$ cat src/rtl/scratch_access_ctrl.sv
// scratch_access_ctrl: sequencer between the control unit and the 256x10 scratch RAM.
// It accepts one memory or stack request at a time and owns the stack pointer.
// Each request runs IDLE -> EXEC -> FIN -> IDLE, with DONE pulsing in FIN.
// Optional macro SCR_STACK_GUARD_EN adds sticky overflow/underflow flags.
// With the guard, PUSH/CALL at STACK_LIMIT and POP at SP==0 are blocked.
module scratch_access_ctrl #(
  parameter int ADDR_W = 8,
  parameter int DATA_W = 10,
  parameter logic [ADDR_W-1:0] STACK_LIMIT = 8'hC0
) (
  input  logic              CLK,
  input  logic              RST,
  input  logic              REQ,
  input  logic [2:0]        OP,
  input  logic [7:0]        REG_DATA,
  input  logic [7:0]        REG_ADDR,
  input  logic [7:0]        IMM_ADDR,
  input  logic [DATA_W-1:0] PC,
  input  logic [DATA_W-1:0] SCR_RD_DATA,
  output logic [ADDR_W-1:0] SCR_ADDR,
  output logic [DATA_W-1:0] SCR_DATA_IN,
  output logic              SCR_WE,
  output logic [DATA_W-1:0] RD_DATA,
  output logic              RD_VALID,
  output logic              BUSY,
  output logic              DONE,
`ifdef SCR_STACK_GUARD_EN
  output logic              STK_OVF,
  output logic              STK_UNF,
`endif
  output logic [ADDR_W-1:0] SP
);

  localparam logic [1:0] ST_IDLE = 2'd0;
  localparam logic [1:0] ST_EXEC = 2'd1;
  localparam logic [1:0] ST_FIN  = 2'd2;

  localparam logic [2:0] OP_WSP  = 3'd0;
  localparam logic [2:0] OP_ST_R = 3'd1;
  localparam logic [2:0] OP_ST_I = 3'd2;
  localparam logic [2:0] OP_LD_R = 3'd3;
  localparam logic [2:0] OP_LD_I = 3'd4;
  localparam logic [2:0] OP_PUSH = 3'd5;
  localparam logic [2:0] OP_POP  = 3'd6;
  localparam logic [2:0] OP_CALL = 3'd7;

  logic [1:0]        state_q;
  logic [2:0]        op_q;
  logic [7:0]        reg_data_q;
  logic [ADDR_W-1:0] sp_q;
  logic [ADDR_W-1:0] scr_addr_q;
  logic [DATA_W-1:0] scr_data_q;
  logic [DATA_W-1:0] rd_data_q;
  logic              we_q;
  logic              push_full;
  logic              pop_empty;

  logic [ADDR_W-1:0] req_addr;
  logic [DATA_W-1:0] req_data;
  logic              req_access;
  logic              req_we;

`ifdef SCR_STACK_GUARD_EN
  logic ovf_q;
  logic unf_q;
  assign push_full = (sp_q == STACK_LIMIT);
  assign pop_empty = (sp_q == '0);
  assign STK_OVF   = ovf_q;
  assign STK_UNF   = unf_q;
`else
  assign push_full = 1'b0;
  assign pop_empty = 1'b0;
`endif

  // Work out the RAM address, write data and write intent of an incoming request;
  // SP cannot move between acceptance and EXEC, so stack addresses are final here.
  always_comb begin
    req_addr   = scr_addr_q;
    req_data   = scr_data_q;
    req_access = 1'b1;
    req_we     = 1'b0;
    case (OP)
      OP_WSP:  req_access = 1'b0;
      OP_ST_R: begin req_addr = ADDR_W'(REG_ADDR); req_data = DATA_W'(REG_DATA); req_we = 1'b1; end
      OP_ST_I: begin req_addr = ADDR_W'(IMM_ADDR); req_data = DATA_W'(REG_DATA); req_we = 1'b1; end
      OP_LD_R: req_addr = ADDR_W'(REG_ADDR);
      OP_LD_I: req_addr = ADDR_W'(IMM_ADDR);
      OP_PUSH: begin req_addr = sp_q - ADDR_W'(1); req_data = DATA_W'(REG_DATA); req_we = ~push_full; end
      OP_CALL: begin req_addr = sp_q - ADDR_W'(1); req_data = PC; req_we = ~push_full; end
      OP_POP:  req_addr = sp_q;
      default: req_access = 1'b0;
    endcase
  end

  // Request sequencing, SP update and read-data capture; reset overrides everything.
  always_ff @(posedge CLK) begin
    if (RST) begin
      state_q    <= ST_IDLE;
      op_q       <= OP_WSP;
      reg_data_q <= '0;
      sp_q       <= '0;
      scr_addr_q <= '0;
      scr_data_q <= '0;
      rd_data_q  <= '0;
      we_q       <= 1'b0;
`ifdef SCR_STACK_GUARD_EN
      ovf_q      <= 1'b0;
      unf_q      <= 1'b0;
`endif
    end else begin
      case (state_q)
        ST_IDLE: begin
          if (REQ) begin
            state_q    <= ST_EXEC;
            op_q       <= OP;
            reg_data_q <= REG_DATA;
            we_q       <= req_we;
            if (req_access) scr_addr_q <= req_addr;
            if (req_we)     scr_data_q <= req_data;
          end
        end
        ST_EXEC: begin
          state_q <= ST_FIN;
          we_q    <= 1'b0;
          case (op_q)
            OP_WSP:           sp_q <= ADDR_W'(reg_data_q);
            OP_LD_R, OP_LD_I: rd_data_q <= SCR_RD_DATA;
            OP_PUSH, OP_CALL: begin
              if (!push_full) sp_q <= sp_q - ADDR_W'(1);
`ifdef SCR_STACK_GUARD_EN
              else ovf_q <= 1'b1;
`endif
            end
            OP_POP: begin
              if (!pop_empty) begin
                sp_q      <= sp_q + ADDR_W'(1);
                rd_data_q <= SCR_RD_DATA;
              end else begin
                rd_data_q <= '0;
`ifdef SCR_STACK_GUARD_EN
                unf_q     <= 1'b1;
`endif
              end
            end
            default: ;
          endcase
        end
        ST_FIN:  state_q <= ST_IDLE;
        default: state_q <= ST_IDLE;
      endcase
    end
  end

  // The write strobe is gated by reset so a reset edge can never commit a write.
  assign SCR_WE      = (state_q == ST_EXEC) & we_q & ~RST;
  assign SCR_ADDR    = scr_addr_q;
  assign SCR_DATA_IN = scr_data_q;
  assign RD_DATA     = rd_data_q;
  assign SP          = sp_q;
  assign BUSY        = (state_q == ST_EXEC) | (state_q == ST_FIN);
  assign DONE        = (state_q == ST_FIN);
  assign RD_VALID    = (state_q == ST_FIN) &
                       ((op_q == OP_LD_R) | (op_q == OP_LD_I) | (op_q == OP_POP));

endmodule

$ cat config.mk
export PLATFORM = sky130hd
export DESIGN_NAME = scratch_access_ctrl
export DESIGN_NICKNAME = d
export VERILOG_FILES = /design/src/rtl/scratch_access_ctrl.sv
export SDC_FILE = /design/constraint.sdc
export NUM_CORES = 1
export LEC_CHECK = 0
export ABC_AREA = 0
export BUFFER_PORTS_ARGS = -buffer_cell sky130_fd_sc_hd__buf_2
export CAP_MARGIN = 10
export CORE_ASPECT_RATIO = 1.5
export CORE_MARGIN = 2
export CORE_UTILIZATION = 57
export CTS_BUF_LIST = sky130_fd_sc_hd__clkbuf_8
export CTS_CLUSTER_SIZE = 40
export DETAILED_ROUTE_END_ITERATION = 12
export GPL_TIMING_DRIVEN = 0
export PLACE_DENSITY_LB_ADDON = 0.2
export SYNTH_ARGS = -nofsm -noshare
export SYNTH_HDL_FRONTEND = slang
export SYNTH_SLANG_ARGS = --single-unit
$ cat constraint.sdc
create_clock -name CLK -period 2.7 [get_ports CLK]
set_clock_uncertainty 0.05 [all_clocks]
set_input_delay 0.54 -clock CLK [delete_from_list [all_inputs] [get_ports CLK]]
set_output_delay 0.54 -clock CLK [all_outputs]
set_load 0.01 [all_outputs]
==> flow_metrics.tcl <==
set metrics [dict create \
    ir_drop_uv 517.5 \
    yosysUniqueCellTypes 55 \
    postSynth.asyncResetShare 0 \
    clk_pin_slew_worst_paths_ps 110 \
    cp-end-kind "output port" \
    rsz0062_at_grt "false" \
    tightest_slew_ps 684.9 \
    drtIter0Drc 169 \
    r2r_end "SP[7]" \
    finalPower_uw 1737 \
    cts_buffers 5 \
    post_cts_buffers 0 \
    finalInstanceArea_mm2 0.003417 \
    synth_warnings 0 \
    power.density_mw_per_mm2 508.3 \
    antenna_left 0 \
    ys.flop_type "dfxtp_1" \
    min_delay_path_depth 3 \
    timing.setup.tns_ps 0 \
    clk_path_buf_depth 2 \
    setup_viol_count_final 0 \
    dpl_cell_area_mm2 0.003321 \
    most-common-layout-cells "92 x buf_2, 50 x dfxtp_1, 43 x nand2_1, 33 x nor2_1, 26 x a21oi_1" \
    grt_start_max_net_pins 19 \
    area_growth_pct 21.92 \
    dp_cells 499 \
    worst_ep_arrival_time_ps 1620 \
    yosysSeqAreaShare 0.3571 \
    ctsResizeCount 0 \
    required_ps 2110 \
    nets 495 \
    status "finished, final reports clean" \
    firstDrtPassIters 5 \
    drive_gt1_frac 0.2676 \
    htree_levels 2 \
    grt_pass1_vias 2784 \
    fp.dieArea_mm2 0.005506 \
    hpwlAfterDp_um 5886 \
    chipHeight_um 89.88 \
    synth_fp_nets 401 \
    grt_pass1_wl_um 12680 \
    min_period_ps 2210 \
    grt_use_total 0.2972 \
    gp_congestion 0.9348 \
    die_w_um 61.26 \
    relSlewSlack 0.5386 \
    vias_per_cell 5.781 \
    numPortBuffers 87 \
    hp-class "primary input to flop" \
    finalCritPeriodShare 0.8186 \
    start_kind "primary input" \
    max-cap-violations 0 \
    cts_hold_buf 0 \
    initial_core_util 0.5875 \
    drcViolationCount 0 \
    drv_slew 0 \
    n_fill_cell 422 \
    insertion_delay_ps 320 \
    antenna_found_initial 0 \
    criticalPathCategory "primary input to output port" \
    r2r_slack_ps 670 \
    syn_area_per_cell_um2 8.100 \
    core_mm2 0.004771 \
    routed_wirelength_um 7894 \
    r2r_cells 6 \
    synthCells 346 \
    final_common_cell "buf_2" \
    wire_per_inst_um 15.57 \
    cp_max_fo 10 \
    r2r-start "SP[3]" \
    vias 2931 \
    cts_root_buf "clkbuf_8" \
    final_cell_count_no_fill 507 \
    synth_edf_count 0 \
    ios 90 \
    multi_input_area_mm2 0.001619 \
    p_leak_uw 0.001554 \
    fmax_mhz 452.4 \
    num_antenna_cells 0 \
    syn_area_mm2 0.002803 \
    hold_end "RD_DATA[9]" \
    rows 31 \
    clock-sinks 50 \
    seq_area_mm2 0.001001 \
    fin_util 0.7162 \
    cts_tree "done" \
    ys_ff_latch 50 \
    hold_viol 0 \
    hold_path.startpoint "SCR_RD_DATA[9]" \
    grt_overflow 0 \
]
-- cells in the mapped netlist (7+ instances only) --
cell type | instances | area share
mux2i_1 | 22 | 0.079
a211oi_1 | 12 | 0.032
dfxtp_1 | 50 | 0.36
inv_1 | 12 | 0.016
nor2b_1 | 7 | 0.016
nor3_1 | 12 | 0.021
o211ai_1 | 8 | 0.021
nand2_1 | 43 | 0.058
a21oi_1 | 26 | 0.046
nor2_1 | 33 | 0.044
o21ai_0 | 18 | 0.032
clkbuf_1 | 14 | 0.019
nand3_1 | 8 | 0.014
-- logic make-up after synthesis --
logic type      after synthesis  share of synthesized area
simple gates                126                     0.2174
buf+inv                      38                    0.06518
flops                        50                     0.3571
xor+xnor                     10                    0.03125
compound gates               93                     0.2201
fa+ha+maj                     5                    0.02232
mux                          24                    0.08661
-- critical path, stage by stage --
cell      delay [ps]
clkbuf_1         380
inv_1            300
and3_1           270
buf_2            130
-- sequential cells by signal (all words and copies together), names as in the netlist --
name and count:
RD_DATA 10, SCR_ADDR 8, SCR_DATA_IN 10, SP 8
op_q 3, reg_data_q 8, state_q 2, we_q 1
-- cell type report --
type | count | area share
well taps | 66 | 0.02417
flip-flops and latches | 50 | 0.2929
plain buffers | 26 | 0.04028
inverters | 12 | 0.01318
multi-input cells | 258 | 0.4738
clock buffers | 5 | 0.02014
clock inverters | 3 | 0.008056
repair buffers | 87 | 0.1274
-- per-stage QoR --
step                      hold WS (ps)  setup WS, ps
final                            400.4         489.8
after global routing             404.0         421.7
after CTS                        403.5         457.7
after detailed placement         400.6         476.6
after global placement           389.2         517.5
after floorplan                  381.3         837.7
-- routing by layer --
metal	share of wire	track usage
met1	0.38	0.3573
met2	0.51	0.4973
met3	0.067	0.03741
met4	0.044	0.1449
met5	0	0
-- worst max path at each step --
stage,from,to
floorplan,OP[0],SCR_ADDR[5]
global placement,RST,SCR_WE
detailed placement,RST,SCR_WE
CTS,RST,SCR_WE
global route,RST,SCR_WE
finish,RST,SCR_WE
-- power breakdown --
group	switching (uW)	total, uW	internal [uW]
clock	290	483	193
combinational	249	433	185
sequential	35.3	821	786
total	574	1740	1160
Note: power is estimated with default switching activity, not from simulation.
